### config.mk
export PLATFORM = sky130hd
export DESIGN_NAME = mdr_mem_interface
export DESIGN_NICKNAME = d
export VERILOG_FILES = /design/src/rtl/mdr_mem_interface.sv
export SDC_FILE = /design/constraint.sdc
export NUM_CORES = 1
export LEC_CHECK = 0
export CORE_ASPECT_RATIO = 1.2
export CORE_UTILIZATION = 39
export CTS_CLUSTER_DIAMETER = 100
export DETAILED_ROUTE_END_ITERATION = 10
export PLACE_DENSITY = 0.9
export RECOVER_POWER = 50
export SYNTH_ARGS = -nofsm -noshare
export SYNTH_HDL_FRONTEND = slang
export SYNTH_SLANG_ARGS = --single-unit
### constraint.sdc
create_clock -name clk -period 2.2 [get_ports clk]
set_clock_uncertainty 0.05 [all_clocks]
set_input_delay 0.33 -clock clk [delete_from_list [all_inputs] [get_ports clk]]
set_output_delay 0.33 -clock clk [all_outputs]
set_load 0.005 [all_outputs]
### src/rtl/mdr_mem_interface.sv
// ---------------------------------------------------------------------------
// mdr_mem_interface
//
// Memory data/address stage of the 32-bit datapath. Holds MAR and MDR,
// captures them from the shared bus, and runs a request/ready handshake
// with word-addressed memory for reads and writes. MDR contents are also
// driven back towards the bus multiplexer on MDRout.
//
// Handshake: mem_rd / mem_wr is raised the cycle after the request is
// sampled and held, with mem_addr / mem_wdata stable, until mem_ready is
// sampled high; the transfer completes on that edge and done pulses for
// exactly one cycle afterwards. mem_ready outside a transaction is ignored.
//
// Optional feature: define MDR_MEM_TIMEOUT_EN to bound each wait at
// TIMEOUT cycles; on expiry the request is dropped, done pulses and the
// sticky err flag is set. Without the macro err is tied to 0.
//
// Ports:
//   clk        in   sole clock, rising edge
//   clr        in   synchronous active-low reset
//   BusMuxOut  in   shared 32-bit bus value
//   MARin      in   load MAR from bus (IDLE only)
//   MDRin      in   load MDR; with Read=1 starts a memory read instead
//   Read       in   selects memory read as MDR source
//   Write      in   start a memory write of the current MDR
//   mem_addr   out  current MAR
//   mem_wdata  out  current MDR
//   mem_rd     out  read request, held until mem_ready
//   mem_wr     out  write request, held until mem_ready
//   mem_rdata  in   read data, valid with mem_ready during a read
//   mem_ready  in   memory completion
//   MDRout     out  MDR contents for the bus multiplexer
//   busy       out  1 while waiting on memory
//   done       out  one-cycle completion pulse
//   err        out  sticky timeout flag
//   dbg_state  out  current FSM state (0 IDLE, 1 RD_WAIT, 2 WR_WAIT)
// ---------------------------------------------------------------------------
module mdr_mem_interface #(
    parameter int ADDR_W  = 9,
    parameter int TIMEOUT = 15
) (
    input  logic              clk,
    input  logic              clr,
    input  logic [31:0]       BusMuxOut,
    input  logic              MARin,
    input  logic              MDRin,
    input  logic              Read,
    input  logic              Write,
    output logic [ADDR_W-1:0] mem_addr,
    output logic [31:0]       mem_wdata,
    output logic              mem_rd,
    output logic              mem_wr,
    input  logic [31:0]       mem_rdata,
    input  logic              mem_ready,
    output logic [31:0]       MDRout,
    output logic              busy,
    output logic              done,
    output logic              err,
    output logic [1:0]        dbg_state
);

    typedef enum logic [1:0] {
        IDLE    = 2'd0,
        RD_WAIT = 2'd1,
        WR_WAIT = 2'd2
    } state_t;

    state_t            state;
    logic [ADDR_W-1:0] mar;
    logic [31:0]       mdr;

`ifdef MDR_MEM_TIMEOUT_EN
    localparam int CNT_W = $clog2(TIMEOUT + 1);
    logic [CNT_W-1:0] wait_cnt;
`endif

    assign mem_addr  = mar;
    assign mem_wdata = mdr;
    assign MDRout    = mdr;
    assign dbg_state = state;

`ifndef MDR_MEM_TIMEOUT_EN
    assign err = 1'b0;
`endif

    always_ff @(posedge clk) begin
        if (!clr) begin
            state  <= IDLE;
            mar    <= '0;
            mdr    <= '0;
            mem_rd <= 1'b0;
            mem_wr <= 1'b0;
            busy   <= 1'b0;
            done   <= 1'b0;
`ifdef MDR_MEM_TIMEOUT_EN
            wait_cnt <= '0;
            err      <= 1'b0;
`endif
        end else begin
            done <= 1'b0;
            case (state)
                IDLE: begin
                    // MAR load lands on the same edge the request is taken,
                    // so a combined MARin+request uses the new address.
                    if (MARin)
                        mar <= BusMuxOut[ADDR_W-1:0];
                    if (MDRin && !Read)
                        mdr <= BusMuxOut;
                    // Read wins over Write when both are requested.
                    if (MDRin && Read) begin
                        state  <= RD_WAIT;
                        mem_rd <= 1'b1;
                        busy   <= 1'b1;
`ifdef MDR_MEM_TIMEOUT_EN
                        wait_cnt <= '0;
                        err      <= 1'b0;
`endif
                    end else if (Write) begin
                        state  <= WR_WAIT;
                        mem_wr <= 1'b1;
                        busy   <= 1'b1;
`ifdef MDR_MEM_TIMEOUT_EN
                        wait_cnt <= '0;
                        err      <= 1'b0;
`endif
                    end
                end

                RD_WAIT, WR_WAIT: begin
                    if (mem_ready) begin
                        if (state == RD_WAIT)
                            mdr <= mem_rdata;
                        state  <= IDLE;
                        mem_rd <= 1'b0;
                        mem_wr <= 1'b0;
                        busy   <= 1'b0;
                        done   <= 1'b1;
                    end
`ifdef MDR_MEM_TIMEOUT_EN
                    // wait_cnt counts completed wait cycles; the TIMEOUT-th
                    // one without mem_ready abandons the transfer.
                    else if (wait_cnt == CNT_W'(TIMEOUT - 1)) begin
                        state  <= IDLE;
                        mem_rd <= 1'b0;
                        mem_wr <= 1'b0;
                        busy   <= 1'b0;
                        done   <= 1'b1;
                        err    <= 1'b1;
                    end else begin
                        wait_cnt <= wait_cnt + 1'b1;
                    end
`endif
                end

                default: begin
                    state  <= IDLE;
                    mem_rd <= 1'b0;
                    mem_wr <= 1'b0;
                    busy   <= 1'b0;
                end
            endcase
        end
    end

endmodule

==> summary.md, run 1 <==
| Metric | Value |
|---|---|
| Top cells by area, synth | dfxtp_1, a221oi_2, buf_4 |
| Top-area cell type share of the netlist area | 0.355 |
| Largest net degree at the start of global routing | 36 |
| Slew @ Worst Pin | 0.556 ns |
| Iter 0 DRT Violations | 136 |
| Post-detail-place hpwl | 5790 um |
| Via/cell ratio | 5.34 |
| Antenna Nets Post-Route | 0 |
| RSZ-0062 raised after global routing | no |
| # DRC | 0 |
| Grt total ovfl | 0 |
| # fillers | 558 |
| Synth Net Count | 369 |
| Leak | 0.00165 uW |
| Clock-pin slew on the worst setup and hold paths | 0.09 ns |
| Count of final setup violators | 0 |
| Slew headroom | 0.629 |
| Max IR drop VDD | 0.000364 V |
| Yosys cell types | 28 |
| Non-Filler Instances | 486 |
| Max stage delay on crit path | 0.38 ns |
| Power density over the cells | 705 nW/um^2 |
| # hold bufs at CTS | 0 |
| Synth warn | 0 |
| Mapped Area | 2650 sq um |
| Share of cells above drive strength 1 | 0.130 |
| Final Max Tran Viols | 0 |
| Die height | 92.3 um |
| Setup crit end kind | flop |
| Clock latency on the worst-skew pair | 0.29 ns |
| N_diodes | 0 |
| Port Buf Inserts | 149 |
| Wire per inst | 16.6 um |
| CTS tree | done |
| Crit path kind | reg2reg |
| Placed Cells | 478 |
| CP cell instances | inv_1, ha_2, buf_4, nor2b_1, o21ai_0, o21ba_2 |
| Total track usage | 0.220 |
| Post-Syn Area per Cell | 8.99 sq um |
| Setup_tns | 0 ns |
| Initial antenna violation count | 0 |
| Status | complete, no violations |
| Via count of the first global-routing pass | 2549 |
| Yosys top cell by area | dfxtp_1 |
| FF+latch count, synth | 47 |
| Final wirelength | 8050 um |
| Overall Power | 2840 uW |
| I/O pin count | 151 |
| Post-Syn Instances | 295 |
| CTS buffer count | 5 |
| DIE WIDTH | 77.3 um |
| Max-cap violations | 0 |
| Num rows | 32 |
| Fin crit period | 1.98 ns |
| Critical Path Source Type | flop |
| CP required | 2.40 ns |
| Hold Path Class | reg2reg |
| Sequential area share after synthesis | 0.355 |
| Starting density of the core | 0.409 |
| Core Area | 6490 sq um |
| Pre-Repair DR Iteration Count | 4 |
| CTS Sinks | 47 |
| Vias | 2595 |
| Crit-path slowest cell | dfxtp_1 |
| Root Buffer | clkbuf_8 |
| Post_cts resized | 0 |
| Clock buffer depth | 2 |
| CP max FO | 35 |
| P&R area growth vs syn | 52.0% |
| FMAX | 505 MHz |
| Crit share post-route | 0.900 |
| Fin nets | 474 |
| GP Congestion | 0.772 |
| Final hold vios | 0 |
| Worst EP arrival | 2.18 ns |
| Die area | 7130 sq um |
| WHS | 0.405 ns |
| H-tree lvl count | 2 |
| Global-route wire length before repair | 12600 um |
| # Post-CTS Setup Buffers | 0 |
==> synth_stat cells <==
cell and n:
a21oi_1 14, a221oi_1 2, a221oi_2 30, a22o_4 1
a22oi_1 32, a311oi_1 1, a31oi_1 1, and3_1 1
buf_1 3, buf_2 1, buf_4 33, buf_6 5
clkbuf_1 18, clkinv_1 1, conb_1 1, dfxtp_1 47
ha_1 3, inv_1 36, nand2_1 12, nand2b_1 2
nand2b_2 1, nand3_1 12, nor2_1 1, nor2b_1 1
nor3_1 1, o21ai_0 33, o21ba_2 1, o32ai_1 1
==> layer usage <==
layer,vias up,routed length [um],global-route usage
met5,-,0,0
met4,0,58,0.0566
li1,1238,-,-
met1,1248,3150,0.254
met2,105,4400,0.408
met3,4,436,0.0424
==> power by group <==
group	switching [uW]	internal [uW]
combinational	554	658
clock	305	257
sequential	89.0	981
==> worst max-delay path: cells and delay by family, from the launching register on <==
kind,cells,cell delay (ns)
DFF,1,0.38
adders and majority gates,1,0.34
and+or+nand+nor,1,0.31
buffers and inverters,2,0.45
AOI/OAI and AO/OA,2,0.39
==> area by class of cell <==
cell class | instances | area [sq um] | area share
Timing Repair Buffer | 158 | 1560 | 0.387
Clock inverter | 2 | 16.3 | 0.00404
Clock buffer | 6 | 82.6 | 0.0205
Inverter | 37 | 139 | 0.0345
Multi-Input combinational cell | 151 | 1190 | 0.294
Tap cell | 85 | 106 | 0.0264
Sequential cell | 47 | 941 | 0.233
==> cell usage in the layout (no fill, tap or decap), types with 6 or more instances in the layout <==
cell / count
dfxtp_1: 47
inv_1: 36
clkbuf_8: 6
a221oi_2: 30
nand3_1: 12
dlygate4sd3_1: 62
buf_4: 9
clkdlybuf4s50_1: 87
a21oi_1: 14
o21ai_0: 33
a22oi_1: 32
nand2_1: 12
==> worst paths after layout <==
| path | from | end | slack, ns | cells after the start |
|---|---|---|---|---|
| worst max register to register | dbg_state[1]$_SDFFE_PN0P_ | busy$_SDFFE_PN0P_ | 0.22 | 6 |
| worst min register to register | mem_rd$_SDFFE_PN0P_ | mem_rd$_SDFFE_PN0P_ | 0.40 | 2 |
| worst max-delay path | dbg_state[1]$_SDFFE_PN0P_ | busy$_SDFFE_PN0P_ | 0.22 | 6 |
| worst min-delay path | mem_rd$_SDFFE_PN0P_ | mem_rd$_SDFFE_PN0P_ | 0.40 | 2 |
==> state kept, by name, summed over array words and instances (netlist names) <==
register and cells:
mem_wr 1, busy 1, mem_rd 1, dbg_state 2, done 1, MDRout 32, mem_addr 9
==> per-stage QoR <==
step | util | setup slack [ns] | instance area (sq um)
finish | 0.621 | 0.219 | 4030
global route | 0.621 | 0.102 | 4030
CTS | 0.621 | 0.233 | 4030
detailed placement | 0.606 | 0.183 | 3930
global placement | 0.606 | 0.263 | 3930
floorplan | - | 0.375 | 2650
==> cell families after synthesis <==
kind of cell | synth area share
AO/OA/AOI/OAI | 0.375
buffers and inverters | 0.199
flip-flops | 0.355
AND/OR/NAND/NOR | 0.0557
adder cells (fa/ha/maj) | 0.0142
other | 0.00141
Power figures use the tool's default switching activity.
==> inputs of run 2 (changes only) <==
==> constraint.sdc (replaced) <==
create_clock -name clk -period 1.9 [get_ports clk]
set_clock_uncertainty 0.05 [all_clocks]
set_input_delay 0.285 -clock clk [delete_from_list [all_inputs] [get_ports clk]]
set_output_delay 0.285 -clock clk [all_outputs]
set_load 0.005 [all_outputs]
==> run 2 against run 1 <==
Cell count is 1.0% higher. Non-clock buffer count is 4 higher. Sequential share of layout area is 0.44 points lower. Maximum frequency is 7.9% higher. First-iteration DRC count is 24% lower. Hold slack better by 0.0033 ns. Die area stayed put. Register-to-register slack worse by 0.15 ns. Critical path depth is 1 lower. Clock-buffer cell count stayed put. Critical path type unchanged. Largest cell class unchanged. Highest routed layer unchanged.
==> summary.md, run 2 (synthesis gave the netlist of run 1 again) <==
| Metric | Value |
|---|---|
| Final Worst Setup Slack | 0.0646 ns (-0.155 ns) |
| Die height | 92.3 um (unchanged) |
| WHS Endpoint | mem_rd$_SDFFE_PN0P_ |
| Reg2reg path depth | 5 (-1) |
| DIE WIDTH | 77.3 um (unchanged) |
| FMAX | 545 MHz (+7.9%) |
| CTS Sinks | 47 (unchanged) |
| Placed Area | 3960 sq um (+0.76%) |
| Pre-CTS setup slack | -0.00432 ns (-0.188 ns) |
| Setup_tns | 0 ns (unchanged) |
| CTS tree | done |
| Clock buffer depth | 2 (unchanged) |
| I/O pin count | 151 (unchanged) |
| R2R setup slack | 0.06 ns (-0.15 ns) |
| Post-detail-place hpwl | 5810 um (+0.29%) |
| Fin nets | 479 (+1.1%) |
| Hold Path Origin | mem_rd$_SDFFE_PN0P_ |
| Core Area | 6490 sq um (unchanged) |
| Final Max Tran Viols | 0 (unchanged) |
| Pre-Repair DR Iteration Count | 5 (+1) |
| Final hold vios | 0 (unchanged) |
| # fillers | 557 (-0.18%) |
| Placed Cells | 482 (+0.84%) |
| CTS buffer count | 5 (unchanged) |
| Crit share post-route | 0.966 (+0.0657) |
| Clock-pin slew on the worst setup and hold paths | 0.09 ns (about the same) |
| Status | complete, no violations |
| Die area | 7130 sq um (unchanged) |
| Vias | 2658 (+2.4%) |
| Fin crit period | 1.84 ns (-0.145 ns) |
| Largest net degree at the start of global routing | 33 (-8.3%) |
| Clock latency on the worst-skew pair | 0.29 ns (about the same) |
| Num rows | 32 (unchanged) |
| Non-Filler Instances | 491 (+1.0%) |
| Share of cells above drive strength 1 | 0.150 (+0.0206) |
| Crit path kind | reg2reg |
| Count of final setup violators | 0 (unchanged) |
| Setup crit end kind | flop |
| Hold depth | 2 (unchanged) |
| Max-cap violations | 0 (unchanged) |
| P&R area growth vs syn | 55.1% |
| GP Congestion | 0.784 (+1.6%) |
| Initial antenna violation count | 0 (unchanged) |
| N_diodes | 0 (unchanged) |
| Hold Path Class | reg2reg |
| RSZ-0062 raised after global routing | yes |
| CP max FO | 16 (-54%) |
| # DRC | 0 (unchanged) |
| Iter 0 DRT Violations | 103 (-24%) |
| Worst r2r src | dbg_state[1]$_SDFFE_PN0P_ |
| Max IR drop VDD | 0.000409 V (+12%) |
| # Post-CTS Setup Buffers | 0 (unchanged) |
| Via/cell ratio | 5.41 (+1.4%) |
| Terminus of the critical flop-to-flop path | MDRout[3]$_SDFFE_PN0P_ |
| Power density over the cells | 860 nW/um^2 (+22%) |
| Root Buffer | clkbuf_8 |
| Total track usage | 0.222 (+0.00233) |
| Starting density of the core | 0.409 (unchanged) |
| WHS | 0.408 ns (+0.00330 ns) |
| Finished Cell Area | 4110 sq um (+2.0%) |
| Grt total ovfl | 0 (unchanged) |
| Commonest non-fill, non-tap cell in the layout | clkdlybuf4s50_1 |
| Area of the multi-input gates | 1220 sq um (+2.7%) |
| # hold bufs at CTS | 0 (unchanged) |
| H-tree lvl count | 2 (unchanged) |
| Antenna Nets Post-Route | 0 (unchanged) |
| Via count of the first global-routing pass | 2566 (+0.67%) |
| Leak | 0.00154 uW (-6.8%) |
| Wire per inst | 16.7 um (+0.74%) |
| Port Buf Inserts | 149 (unchanged) |
| Most frequent cells in the layout | clkdlybuf4s50_1, dfxtp_1, inv_1 |
| Max reg flops | 32 (unchanged) |
| Worst EP arrival | 2.00 ns (-0.18 ns) |
| Global-route wire length before repair | 12800 um (+1.3%) |
| Final wirelength | 8190 um (+1.8%) |
| Storage element area | 942 sq um (+0.13%) |
| CP required | 2.06 ns (-0.34 ns) |
| Critical Path Source Type | flop |
[run 2: cell count changes in the layout (fill, tap and decap cells not counted), sizes merged]
cell | before | now
buf | 9 | 13
bufinv | 0 | 1
dlygate4sd3 | 62 | 1
a22o | 1 | 2
clkinvlp | 1 | 0
clkdlybuf4s50 | 87 | 148
[run 2: cell type report]
cell class | instances | share of cell area
clock inverters | 2 | 0.00852
multi-input cells | 152 | 0.296
repair buffers | 162 | 0.386
flip-flops and latches | 47 | 0.229
well taps | 85 | 0.0259
inverters | 37 | 0.0338
clock buffers | 6 | 0.0201
[run 2: per-stage QoR]
step            util  total power [uW]
4_1_cts        0.631              3540
2_1_floorplan      -              2110
3_5_place_dp   0.611              2760
6_report       0.634              3540
5_1_grt        0.634              3740
3_3_place_gp   0.611              2710
[run 2: what timing repair did]
action / 4_1_cts / 5_1_grt
pin swaps: 1 / 0
gates cloned: 0 / 1
resized for setup: 3 / 2
endpoints found under the setup margin: 5 / 33
[run 2: layer usage]
metal	track usage	wire (um)
met3	0.0404	495
met1	0.259	3320
met5	0	0
met4	0.0802	143
met2	0.401	4240
[run 2: worst max-delay path, cell delays in order (launching register included)]
cell and delay [ns]:
dfxtp_2 0.36, inv_1 0.08, ha_2 0.36, nand3_1 0.19, a22o_4 0.41, a221oi_2 0.31
[run 2: how the worst max path moves through the flow]
stage,start,slack [ns],end,depth (start not counted)
after CTS,dbg_state[0]$_SDFFE_PN0P_,0.04,MDRout[5]$_SDFFE_PN0P_,5
after floorplan,dbg_state[0]$_SDFFE_PN0P_,0.07,MDRout[0]$_SDFFE_PN0P_,7
final,dbg_state[1]$_SDFFE_PN0P_,0.06,MDRout[3]$_SDFFE_PN0P_,5
after global routing,dbg_state[1]$_SDFFE_PN0P_,-0.05,busy$_SDFFE_PN0P_,6
after global placement,mem_ready,0.05,MDRout[10]$_SDFFE_PN0P_,4
after detailed placement,mem_ready,-0.004,MDRout[10]$_SDFFE_PN0P_,4
[run 2: where the power goes]
group	internal, uW	switching, uW
sequential	1140	115
clock	426	339
combinational	864	658
==> inputs of run 3 (changes only) <==
--- a/config.mk
+++ b/config.mk
@@ -7,10 +7,12 @@
 export LEC_CHECK = 0
 export CORE_ASPECT_RATIO = 1.2
 export CORE_UTILIZATION = 39
+export CTS_BUF_LIST = sky130_fd_sc_hd__clkbuf_16
 export CTS_CLUSTER_DIAMETER = 100
 export DETAILED_ROUTE_END_ITERATION = 10
 export PLACE_DENSITY = 0.9
 export RECOVER_POWER = 50
+export SKIP_LAST_GASP = 1
 export SYNTH_ARGS = -nofsm -noshare
 export SYNTH_HDL_FRONTEND = slang
 export SYNTH_SLANG_ARGS = --single-unit
==> run 3 against run 2 <==
Cell area grew 2.0%. Sequential cell count is the same. Power grew 7.3%. Critical endpoint is now MDRout[21]$_SDFFE_PN0P_. Via count grew 1.1%. Cell count grew 0.41%. Clock power grew 28%. Largest cell class unchanged. Highest routed layer unchanged.
==> summary.md, run 3 (synthesis gave the netlist of run 1 again) <==
| Metric | Value |
|---|---|
| Status | complete, no violations |
| Hold Path Class | reg2reg |
| CP max FO | 8 (-8) |
| Final Max Tran Viols | 0 (unchanged) |
| Non-Filler Instances | 493 (+0.41%) |
| Max reg flops | 32 (unchanged) |
| H-tree lvl count | 2 (unchanged) |
| Combinational share of power | 0.412 (-0.018) |
| GP Congestion | 0.784 (unchanged) |
| Antenna Nets Post-Route | 0 (unchanged) |
| Count of final setup violators | 0 (unchanged) |
| Commonest non-fill, non-tap cell in the layout | clkdlybuf4s50_1 |
| Overall Power | 3800 uW (+7.3%) |
| Reg power frac | 0.330 (-0.024) |
| Port Buf Inserts | 149 (unchanged) |
| Max stage delay on crit path | 0.39 ns (-0.02 ns) |
| Crit share post-route | 0.969 (+0.00349) |
| Net Sw Power | 1160 uW (+4.2%) |
| DIE WIDTH | 77.3 um (unchanged) |
| Worst EP arrival | 1.99 ns (about the same) |
| CTS tree | done |
| P&R area growth vs syn | 58.2% |
| Die area | 7130 sq um (unchanged) |
| Fin crit period | 1.84 ns (+0.00663 ns) |
| Most frequent cells in the layout | clkdlybuf4s50_1, dfxtp_1, inv_1 |
| Leak | 0.00157 uW (+2.3%) |
| Share of cells above drive strength 1 | 0.147 (-0.00319) |
| # fillers | 554 (-0.54%) |
| Top Metal Used | met4 |
| CTS Sinks | 47 (unchanged) |
| Max-cap violations | 0 (unchanged) |
| Crit-path slowest cell | a22o_2 |
| Placed Cells | 482 (unchanged) |
| Pre-CTS setup slack | -0.00432 ns (unchanged) |
| Grt total ovfl | 0 (unchanged) |
| # DRC | 0 (unchanged) |
| CP cell instances | inv_1, ha_2, nand3_2, a22o_2, a221oi_2 |
| Critical Path Source Type | flop |
| Total track usage | 0.223 (+0.000837) |
| Power density over the cells | 905 nW/um^2 (+5.2%) |
| Clock-pin slew on the worst setup and hold paths | 0.06 ns (-0.03 ns) |
| Met3 wire len | 534 um (+7.9%) |
| Switching portion of total power | 0.305 (-0.00910) |
| Fin nets | 481 (+0.42%) |
| Starting density of the core | 0.409 (unchanged) |
| Final wirelength | 8430 um (+2.9%) |
| Global-route wire length before repair | 12800 um (+0.27%) |
| Clock latency on the worst-skew pair | 0.28 ns (about the same) |
| Die height | 92.3 um (unchanged) |
| N_diodes | 0 (unchanged) |
| Iter 0 DRT Violations | 113 (+9.7%) |
| Final hold vios | 0 (unchanged) |
| Vias | 2688 (+1.1%) |
| FMAX | 543 MHz (-0.36%) |
| Wire per inst | 17.1 um (+2.5%) |
| Internal | 2640 uW (+8.7%) |
| Crit path kind | reg2reg |
| Via count of the first global-routing pass | 2568 (+0.078%) |
| Setup crit end kind | flop |
| Final Worst Setup Slack | 0.0580 ns (-0.00663 ns) |
| Root Buffer | clkbuf_16 |
| Clock buffer depth | 2 (unchanged) |
| Clock share of power | 0.258 (+0.042) |
| CP required | 2.04 ns (-0.02 ns) |
| Initial antenna violation count | 0 (unchanged) |
| RSZ-0062 raised after global routing | yes |
| CTS buffer count | 5 (unchanged) |
| Pre-Repair DR Iteration Count | 5 (unchanged) |
| Core Area | 6490 sq um (unchanged) |
| I/O pin count | 151 (unchanged) |
| Largest net degree at the start of global routing | 33 (unchanged) |
| Post-detail-place hpwl | 5810 um (unchanged) |
| Max IR drop VDD | 0.000460 V (+12%) |
| Via/cell ratio | 5.45 (+0.72%) |
| Num rows | 32 (unchanged) |
| R2R setup slack | 0.06 ns (about the same) |
| Final Util | 0.647 (+0.0125) |
| Metal-1 WL | 3350 um (+0.94%) |
| Met2 routed wirelength | 4390 um (+3.5%) |
run 3: timing repair:
action | 4_1_cts | 5_1_grt
setup endpoints to repair | 4 | 37
gates resized for setup | 0 | 8
cloned | 0 | 3
hold buffers | 0 | 0
pin swaps | 0 | 2
setup buffers | 0 | 0
run 3: power groups by stage:
stage                     Clock, uW  Sequential [uW]  Combinational [uW]
after floorplan                   0             1270                 849
final                           981             1250                1560
after global placement            0             1260                1450
after detailed placement          0             1270                1490
after global routing           1040             1270                1680
after CTS                      1000             1250                1490
run 3: area by class of cell:
| class | count | area, sq um | area share |
|---|---|---|---|
| Timing Repair Buffer | 162 | 1600 | 0.382 |
| Inverter | 37 | 139 | 0.0331 |
| Multi-Input combinational cell | 154 | 1240 | 0.297 |
| Clock inverter | 3 | 38.8 | 0.00925 |
| Clock buffer | 5 | 125 | 0.0298 |
| Sequential cell | 47 | 941 | 0.224 |
| Tap cell | 85 | 106 | 0.0254 |
run 3: final timing paths:
path	start	to	cells past startpoint
worst max-delay path	dbg_state[1]$_SDFFE_PN0P_	MDRout[21]$_SDFFE_PN0P_	5
worst min-delay path	mem_rd$_SDFFE_PN0P_	mem_rd$_SDFFE_PN0P_	2
worst max register to register	dbg_state[1]$_SDFFE_PN0P_	MDRout[21]$_SDFFE_PN0P_	5
worst min register to register	mem_rd$_SDFFE_PN0P_	mem_rd$_SDFFE_PN0P_	2
run 3: worst max-delay path: cells and delay by family (launching register included):
family | cells | cell delay, ns
simple gates | 1 | 0.17
buf+inv | 1 | 0.10
compound gates | 2 | 0.69
fa+ha+maj | 1 | 0.38
flops | 1 | 0.37
run 3: per-stage QoR:
step | TNS [ns] | hold slack (ns) | area, sq um
2_1_floorplan | 0 | 0.382 | 2650
3_3_place_gp | 0 | 0.389 | 3960
3_5_place_dp | -0.00432 | 0.388 | 3960
4_1_cts | -0.0803 | 0.407 | 4130
5_1_grt | -0.230 | 0.429 | 4190
6_report | 0 | 0.404 | 4190
run 3: per-layer routing:
layer  track usage  vias up
li1              -     1265
met1         0.260     1270
met2         0.400      135
met3        0.0414       18
met4        0.0849        0
met5             0        -
